$ cat config.mk
export PLATFORM = sky130hd
export DESIGN_NAME = wash_sequencer
export DESIGN_NICKNAME = d
export VERILOG_FILES = /design/src/rtl/wash_sequencer.sv
export SDC_FILE = /design/constraint.sdc
export NUM_CORES = 1
export LEC_CHECK = 0
export CORE_MARGIN = 2
export CORE_UTILIZATION = 45
export DETAILED_ROUTE_END_ITERATION = 10
export GPL_TIMING_DRIVEN = 0
export HOLD_SLACK_MARGIN = 0.02
export PLACE_DENSITY = 0.75
export SYNTH_ARGS = -nofsm -noshare
export SYNTH_HDL_FRONTEND = slang
export SYNTH_SLANG_ARGS = --single-unit
$ cat constraint.sdc
create_clock -name clock -period 7.3 [get_ports clock]
set_clock_uncertainty 0.2 [all_clocks]
set_input_delay 0.73 -clock clock [delete_from_list [all_inputs] [get_ports clock]]
set_output_delay 0.73 -clock clock [all_outputs]
set_load 0.005 [all_outputs]
$ cat src/rtl/wash_sequencer.sv
// Washing-machine phase sequencer: steps the phase timer through fill, heat,
// wash, rinse and spin, and drives registered actuator and status outputs.
module wash_sequencer #(
  parameter int unsigned RINSE_COUNT   = 2,
  parameter logic [7:0]  PHASE_TIMEOUT = 8'd200
) (
  input  logic       clock,
  input  logic       reset,
  input  logic       start,
  input  logic       door_closed,
  input  logic       pause,
  input  logic       cancel,
  input  logic       cold_wash,
  input  logic       sig_Full,
  input  logic       sig_Temperature,
  input  logic       sig_Completed,
  output logic [2:0] state,
  output logic       water_valve,
  output logic       heater_on,
  output logic       motor_on,
  output logic       drain_valve,
  output logic       door_lock,
  output logic       done,
  output logic       fault
);

  localparam logic [2:0] S_IDLE   = 3'd0;
  localparam logic [2:0] S_SETTLE = 3'd1;
  localparam logic [2:0] S_FILL   = 3'd2;
  localparam logic [2:0] S_HEAT   = 3'd3;
  localparam logic [2:0] S_WASH   = 3'd4;
  localparam logic [2:0] S_RINSE  = 3'd5;
  localparam logic [2:0] S_SPIN   = 3'd6;
  localparam logic [2:0] S_DONE   = 3'd7;

  localparam logic [3:0] RINSE_LIM = 4'(RINSE_COUNT);

  logic [2:0] phase_q, phase_d;
  logic [2:0] next_q, next_d;
  logic [2:0] rinse_q, rinse_d;
  logic [7:0] tmo_q, tmo_d;
  logic       cold_q, cold_d;
  logic       first_q, first_d;
  logic       paused_q, paused_d;
  logic       fault_q, fault_d;

  logic [2:0] state_q, state_d;
  logic       water_q, water_d;
  logic       heater_q, heater_d;
  logic       motor_q, motor_d;
  logic       drain_q, drain_d;
  logic       lock_q, lock_d;
  logic       done_q, done_d;

  logic       active_ph;
  logic       timed_ph;
  logic       hold_req;
  logic       cancel_ok;
  logic       tmo_hit;
  logic       flag_sel;
  logic       flag_hit;
  logic [3:0] rinse_inc;
  logic [8:0] tmo_inc;

  // Classify the current phase and qualify the events that may act on it.
  always_comb begin
    active_ph = (phase_q != S_IDLE) && (phase_q != S_DONE);
    timed_ph  = active_ph && (phase_q != S_SETTLE);
    hold_req  = pause || !door_closed;
    cancel_ok = cancel && (phase_q != S_IDLE) && (phase_q != S_SPIN);
    tmo_inc   = {1'b0, tmo_q} + 9'd1;
    tmo_hit   = timed_ph && !paused_q && (tmo_inc >= {1'b0, PHASE_TIMEOUT});
    rinse_inc = {1'b0, rinse_q} + 4'd1;
    case (phase_q)
      S_FILL:                  flag_sel = sig_Full;
      S_HEAT:                  flag_sel = sig_Temperature;
      S_WASH, S_RINSE, S_SPIN: flag_sel = sig_Completed;
      default:                 flag_sel = 1'b0;
    endcase
    // first_q masks flags left over from the phase just exited
    flag_hit = flag_sel && !first_q;
  end

  // Phase sequencing in priority order: cancel, timeout, pause, resume, normal flow.
  always_comb begin
    phase_d  = phase_q;
    next_d   = next_q;
    rinse_d  = rinse_q;
    tmo_d    = tmo_q;
    cold_d   = cold_q;
    first_d  = first_q;
    paused_d = paused_q;
    fault_d  = fault_q;
    if (cancel_ok) begin
      phase_d  = S_SETTLE;
      next_d   = S_SPIN;
      paused_d = 1'b0;
      tmo_d    = 8'd0;
      first_d  = 1'b1;
    end else if (tmo_hit) begin
      phase_d  = S_IDLE;
      paused_d = 1'b0;
      tmo_d    = 8'd0;
      first_d  = 1'b0;
      fault_d  = 1'b1;
    end else if (active_ph && hold_req) begin
      paused_d = 1'b1;
    end else if (paused_q) begin
      // resume restarts the frozen phase from its beginning
      paused_d = 1'b0;
      tmo_d    = 8'd0;
      first_d  = 1'b1;
    end else begin
      case (phase_q)
        S_IDLE: begin
          if (start && door_closed) begin
            phase_d = S_SETTLE;
            next_d  = S_FILL;
            cold_d  = cold_wash;
            rinse_d = 3'd0;
            tmo_d   = 8'd0;
            first_d = 1'b1;
            fault_d = 1'b0;
          end else begin
            phase_d = S_IDLE;
          end
        end
        S_SETTLE: begin
          phase_d = next_q;
          tmo_d   = 8'd0;
          first_d = 1'b1;
        end
        S_FILL, S_HEAT, S_WASH, S_RINSE, S_SPIN: begin
          tmo_d   = tmo_q + 8'd1;
          first_d = 1'b0;
          if (flag_hit) begin
            tmo_d   = 8'd0;
            first_d = 1'b1;
            case (phase_q)
              S_FILL: begin
                phase_d = S_SETTLE;
                next_d  = cold_q ? S_WASH : S_HEAT;
              end
              S_HEAT: begin
                phase_d = S_SETTLE;
                next_d  = S_WASH;
              end
              S_WASH: begin
                phase_d = S_SETTLE;
                next_d  = S_RINSE;
              end
              S_RINSE: begin
                phase_d = S_SETTLE;
                rinse_d = rinse_inc[2:0];
                next_d  = (rinse_inc < RINSE_LIM) ? S_RINSE : S_SPIN;
              end
              S_SPIN:  phase_d = S_DONE;
              default: phase_d = S_IDLE;
            endcase
          end else begin
            phase_d = phase_q;
          end
        end
        S_DONE: begin
          if (!door_closed) begin
            phase_d = S_IDLE;
          end else begin
            phase_d = S_DONE;
          end
        end
        default: phase_d = S_IDLE;
      endcase
    end
  end

  // Decode the upcoming phase into the values the output registers will hold.
  always_comb begin
    state_d  = paused_d ? S_SETTLE : phase_d;
    water_d  = 1'b0;
    heater_d = 1'b0;
    motor_d  = 1'b0;
    drain_d  = 1'b0;
    lock_d   = (phase_d != S_IDLE) && (phase_d != S_DONE);
    done_d   = (phase_d == S_DONE);
    if (!paused_d) begin
      case (phase_d)
        S_FILL:           water_d  = 1'b1;
        S_HEAT:           heater_d = 1'b1;
        S_WASH, S_RINSE:  motor_d  = 1'b1;
        S_SPIN: begin
          motor_d = 1'b1;
          drain_d = 1'b1;
        end
        default: water_d = 1'b0;
      endcase
    end else begin
      water_d = 1'b0;
    end
  end

  // State and output registers with synchronous reset.
  always_ff @(posedge clock) begin
    if (reset) begin
      phase_q  <= S_IDLE;
      next_q   <= S_IDLE;
      rinse_q  <= 3'd0;
      tmo_q    <= 8'd0;
      cold_q   <= 1'b0;
      first_q  <= 1'b0;
      paused_q <= 1'b0;
      fault_q  <= 1'b0;
      state_q  <= S_IDLE;
      water_q  <= 1'b0;
      heater_q <= 1'b0;
      motor_q  <= 1'b0;
      drain_q  <= 1'b0;
      lock_q   <= 1'b0;
      done_q   <= 1'b0;
    end else begin
      phase_q  <= phase_d;
      next_q   <= next_d;
      rinse_q  <= rinse_d;
      tmo_q    <= tmo_d;
      cold_q   <= cold_d;
      first_q  <= first_d;
      paused_q <= paused_d;
      fault_q  <= fault_d;
      state_q  <= state_d;
      water_q  <= water_d;
      heater_q <= heater_d;
      motor_q  <= motor_d;
      drain_q  <= drain_d;
      lock_q   <= lock_d;
      done_q   <= done_d;
    end
  end

  assign state       = state_q;
  assign water_valve = water_q;
  assign heater_on   = heater_q;
  assign motor_on    = motor_q;
  assign drain_valve = drain_q;
  assign door_lock   = lock_q;
  assign done        = done_q;
  assign fault       = fault_q;

endmodule

Word level (Yosys, flattened, before mapping)
Index checks and enable logic that the tools add are counted.
{ "classes": {"add_sub_neg": 3, "magnitude_cmp": 2, "n_eq_ne": 32, "muxes": 48, "bitwise_logic": 4, "n_reduce_logical": 37} }
{ "ops": {"columns": ["operator", "count"], "rows": [
  ["two-way mux 3 bit", 16],
  ["== test 3 bit, second input constant", 8],
  ["two-way mux 8 bit", 3],
  ["one-hot mux 3 bit (4 select lines)", 2],
  ["one-hot mux 8 bit (3 select lines)", 1],
  ["inequality test 3 bit, second input constant", 7],
  ["two-way mux 1 bit", 20],
  ["one-hot mux 3 bit (2 select lines)", 3],
  ["AND reduction 7 bit", 2],
  ["== test 3 x 2 -> 1 bit, second input constant", 4],
  ["inequality test 2 bit, second input constant", 6],
  ["logical AND 1 bit", 10],
  ["inequality test 5 bit, second input constant", 2],
  ["adder 8 x 1 -> 9 bit, second input constant", 1],
  [">= comparator 9 x 8 -> 1 bit, second input constant", 1],
  ["nonzero test 3 bit", 3],
  ["OR reduction 3 bit", 3],
  ["adder 8 x 1 -> 8 bit, second input constant", 1],
  ["AND reduction 8 bit", 1],
  ["inequality test 6 bit, second input constant", 1],
  ["one-hot mux 1 bit (3 select lines)", 2],
  ["AND reduction 3 bit", 2],
  ["AND reduction 6 bit", 1],
  ["nonzero test 2 bit", 3],
  ["other kinds (16)", 23]
]} }
{ "totals": {"register_bits": 30, "word_cells": 143} }

Longest topological paths before layout
{ "depth": {"word_depth": 13, "ltp_mapped": 9, "depth_no_buf": 8} }

Worst setup path before layout
Ideal clock, no wire load.
{ "synth_timing": {"path_type": "register -> register", "start": "reg tmo_q[0]", "end": "reg rinse_q[0]", "setup_ns": 0.071, "t_arrival_ns": 2.210, "required_ns": 7.029, "slack_ns": 4.819, "path_stages_with_launch": 10, "path_buffers": 2, "cell_sequence": "dfxtp_1 ha_1 clkbuf_1 xnor2_1 nand3_1 a2111oi_4 nor3_2 buf_2 or4_1 a21oi_1"} }
{ "synth_via": {"elab_chain_len": 5} }
{ "synth_rtl": {"columns": ["item", "line_no", "text"], "rows": [
  ["from (decl)", "41", "logic [7:0] tmo_q, tmo_d;"],
  ["from (signal assigned)", "223", "tmo_q <= tmo_d;"],
  ["adder 8 x 1 -> 9 bit", "71", "tmo_inc = {1'b0, tmo_q} + 9'd1;"],
  [">= comparator 9 x 8 -> 1 bit", "72", "tmo_hit = timed_ph && !paused_q && (tmo_inc >= {1'b0, PHASE_TIMEOUT});"],
  ["logical AND 1 bit", "72", null],
  ["NOT 1 bit (no source line)", null, null],
  ["AND reduction 8 bit (no source line)", null, null],
  ["to (signal assigned)", "222", "rinse_q <= rinse_d;"],
  ["to (decl)", "40", "logic [2:0] rinse_q, rinse_d;"]
]} }
Every way passes these cells.
A chain may end at the register's enable or synchronous reset.

Worst setup path after layout
{ "layout_timing": {"start": "in door_closed", "end": "reg motor_q, in the netlist motor_on"} }
{ "layout_via": {"elab_chain_len": 10, "elab_cells_between_ends": 20, "cone_classes": "eq/ne (3); mux (11); reduce/logical (6)"} }
{ "layout_rtl": {"columns": ["item", "line_no", "text"], "rows": [
  ["from (decl)", "10", "input logic door_closed,"],
  ["logical AND 1 bit", "116", "if (start && door_closed) begin"],
  ["two-way mux 1 bit", "116", null],
  ["one-hot mux 3 bit (4 select lines)", "114", "case (phase_q)"],
  ["two-way mux 3 bit", "108", "end else if (paused_q) begin"],
  ["two-way mux 3 bit", "106", "end else if (active_ph && hold_req) begin"],
  ["two-way mux 3 bit", "100", "end else if (tmo_hit) begin"],
  ["two-way mux 3 bit", "94", "if (cancel_ok) begin"],
  ["== test 3 bit", "186", "case (phase_d)"],
  ["OR reduction 3 bit (no source line)", null, null],
  ["two-way mux 1 bit", "186", null],
  ["to (signal assigned)", "231", "motor_q <= motor_d;"],
  ["to (decl)", "50", "logic motor_q, motor_d;"]
]} }
Parallel ways exist; a longest one is shown, timed or not.

==> flow_metrics.py <==
metrics = {
    "status": {
        "outcome": "complete, no violations",
    },
    "power_and_ir_drop": {
        "p_total_uw": 459,
        "p_leak_uw": 0.000818,
        "power_density_mw_per_mm2": 205,
        "ir_drop_mv": 0.0798,
    },
    "worst_setup_path": {
        "crit_path_end_kind": "register",
        "crit_fanout": 7,
        "cp_slowest_stage_delay_ps": 620,
        "r2r_slack_ps": 4530,
        "required_ps": 7290,
        "critPathLaunch": "door_closed",
        "critPathCapture": "motor_on$_SDFF_PP0_",
        "crit_chain": "clkdlybuf4s50_1 -> nand2b_1 -> or3_1 -> a32oi_1 -> a211oi_1 -> or3_1 -> and3_1",
        "crit_path_start_kind": "primary input",
        "critPathArrivalTime_ps": 2880,
        "r2r_end": "tmo_q[4]$_SDFFE_PP0P_",
        "r2r_start": "phase_q[1]$_SDFF_PP0_",
        "worst_path_most_repeated_cell": "or3_1",
        "slowest_stage": "clkdlybuf4s50_1",
        "critPathKind": "in -> reg",
        "r2r_cells": 7,
    },
    "clock_network": {
        "clk_latency_ps": 290,
        "clock_sinks": 30,
        "ctsResizeCount": 0,
        "cts_hold_buf": 0,
        "cts_setup_buffers": 0,
        "cts_tree": "done",
        "htree_levels": 2,
        "cts_made_buffers": 5,
        "clk_pin_slew_ps": 70,
        "clockBufferDepth": 2,
        "clockRootBuffer": "clkbuf_8",
    },
    "worst_hold_path": {
        "holdCritPathClass": "reg -> reg",
        "holdPathStages": 2,
    },
    "detailed_routing": {
        "vias_per_cell": 5.98,
        "drc_errors": 0,
        "vias": 1903,
        "dr.pass1.iters": 4,
        "ant_nets": 0,
        "drt-initial-drc-count": 122,
        "totalWireLength_um": 4820,
        "wire_per_inst_um": 15.2,
    },
    "finish": {
        "syn_to_final_growth_pct": 20.8,
        "insertedDiodeCount": 0,
        "drive_above_1_share": 0.0784,
        "multi_input_area_mm2": 0.00116,
        "layout.nets": 280,
        "area.sequential_um2": 601,
        "num-fill-cells": 410,
    },
    "job": {
        "maxCapViolCount": 0,
    },
    "sta": {
        "setup_tns_ps": 0,
        "min_period_over_period": 0.397,
        "rsz0062_at_grt": "no",
        "hold_violations": 0,
        "worstMarginPinSlew_ps": 812,
        "fmaxAchievable_mhz": 345,
        "period_needed_ps": 2890,
        "relSlewSlack": 0.450,
        "whs_ps": 277,
        "drv_slew": 0,
        "setup_viol": 0,
    },
    "logic_synthesis": {
        "synth-edff-count": 0,
        "async_flop_share": 0,
        "ys_ff_latch": 30,
        "synth.distinct_cells": 53,
        "yosys_warnings": 0,
        "yosysTopAreaCellShare": 0.324,
        "ys.flop_type": "dfxtp_1",
        "yosys-top-cells-area": "dfxtp_1 32%, a21oi_1 6.7%, nor2_1 5.7%",
        "seq_area_frac_synth": 0.324,
        "netlist_instances": 242,
        "synth.avg_cell_area_um2": 7.66,
        "synth_area_leader_cell": "dfxtp_1",
        "syn_area_mm2": 0.00185,
        "syn-num-nets": 255,
    },
    "place": {
        "finalWeightedCongestion": 0.945,
        "post-dp-hpwl_um": 3410,
        "io_buffers": 18,
    },
    "floorplan": {
        "rows": 23,
        "ios": 20,
        "die_w_um": 68.2,
        "dieHeight_um": 68.2,
        "die_area_mm2": 0.00465,
        "initial_core_util": 0.467,
        "coreArea_mm2": 0.00397,
    },
    "grt": {
        "antenna_found_initial": 0,
        "overflow": 0,
        "grt_max_degree": 11,
        "grt_pass1_wl_um": 8120,
        "grt_pass1_vias": 1752,
        "grt_usage": 0.236,
    },
}
worst min path at each step:
stage                     slack (ps)                endpoint              startpoint
after floorplan                  240  next_q[0]$_SDFFE_PP0P_  next_q[0]$_SDFFE_PP0P_
after global placement           260  next_q[0]$_SDFFE_PP0P_  next_q[0]$_SDFFE_PP0P_
after detailed placement         270  next_q[0]$_SDFFE_PP0P_  next_q[0]$_SDFFE_PP0P_
after CTS                        280  next_q[0]$_SDFFE_PP0P_  next_q[0]$_SDFFE_PP0P_
after global routing             300  next_q[0]$_SDFFE_PP0P_  next_q[0]$_SDFFE_PP0P_
final                            280  next_q[0]$_SDFFE_PP0P_  next_q[0]$_SDFFE_PP0P_
where the power goes:
group	switching, uW	internal (uW)	total, uW
combinational	42.1	28.6	70.7
sequential	4.27	170	174
clock	68.0	146	214
synth_stat cells, drive strengths merged, types with 2 or more instances:
cell type / number
a2bb2oi: 2
nand2b: 3
nor2: 28
inv: 8
nand2: 23
or4: 4
a2111oi: 4
ha: 3
a211o: 2
a31oi: 3
o22ai: 2
dfxtp: 30
nor4: 2
or2: 2
buf: 4
nor2b: 4
mux2i: 2
o311ai: 2
nor3: 9
a21o: 2
o31ai: 6
a21oi: 25
o21ai: 11
clkbuf: 10
nor3b: 5
nand3: 8
and3: 5
or3: 9
o21bai: 2
a211oi: 2
o21a: 4
nand3b: 3
metrics by stage:
step	cell area, um^2	setup WS (ps)	utilization	instances
5_1_grt	2240	4250	0.564	318
4_1_cts	2240	4460	0.564	318
3_5_place_dp	2100	4170	0.528	310
6_report	2240	4410	0.564	318
2_1_floorplan	1850	4820	-	242
3_3_place_gp	2100	4190	0.528	310
placed cells by master (no fill, tap or decap), types with 4 or more instances in the layout:
cell type        count
a21oi_1             25
and3_1               4
clkbuf_1            10
clkbuf_8             6
clkdlybuf4s50_1     18
dfxtp_1             30
inv_1                7
nand2_1             23
nand3_1              8
nor2_1              28
nor2b_1              4
nor3_1               8
nor3b_1              5
o21a_1               4
o21ai_0             10
o31ai_1              6
or3_1                7
or4_1                4
critical path, delay by kind of cell:
family          cells  cell delay (ps)
simple gates        4             1160
buf+inv             1              620
compound gates      2              380
flip-flops by register name, summed over array words and instances, names as in the netlist, 3 cells and up:
register,cells
rinse_q,3
next_q,3
phase_q,3
tmo_q,8
state,3
cell type report:
cell class              instances  area share
clock inverters                 2      0.0268
plain buffers                  14      0.0285
flip-flops and latches         30       0.268
inverters                       9      0.0151
clock buffers                   6      0.0369
repair buffers                 18      0.0804
multi-input cells             189       0.516
well taps                      50      0.0279
logic make-up after synthesis:
family	Yosys count	synth area share
adder cells (fa/ha/maj)	3	0.0202
buffers and inverters	23	0.0526
AND/OR/NAND/NOR	107	0.302
XOR/XNOR	1	0.00472
AO/OA/AOI/OAI	75	0.279
flip-flops	30	0.324
multiplexers	3	0.0169
routing by layer:
layer	routed length [um]	GRT usage
met4	153	0.125
met2	2130	0.357
met3	369	0.0592
met1	2170	0.307
met5	0	0
Power figures use the tool's default switching activity.
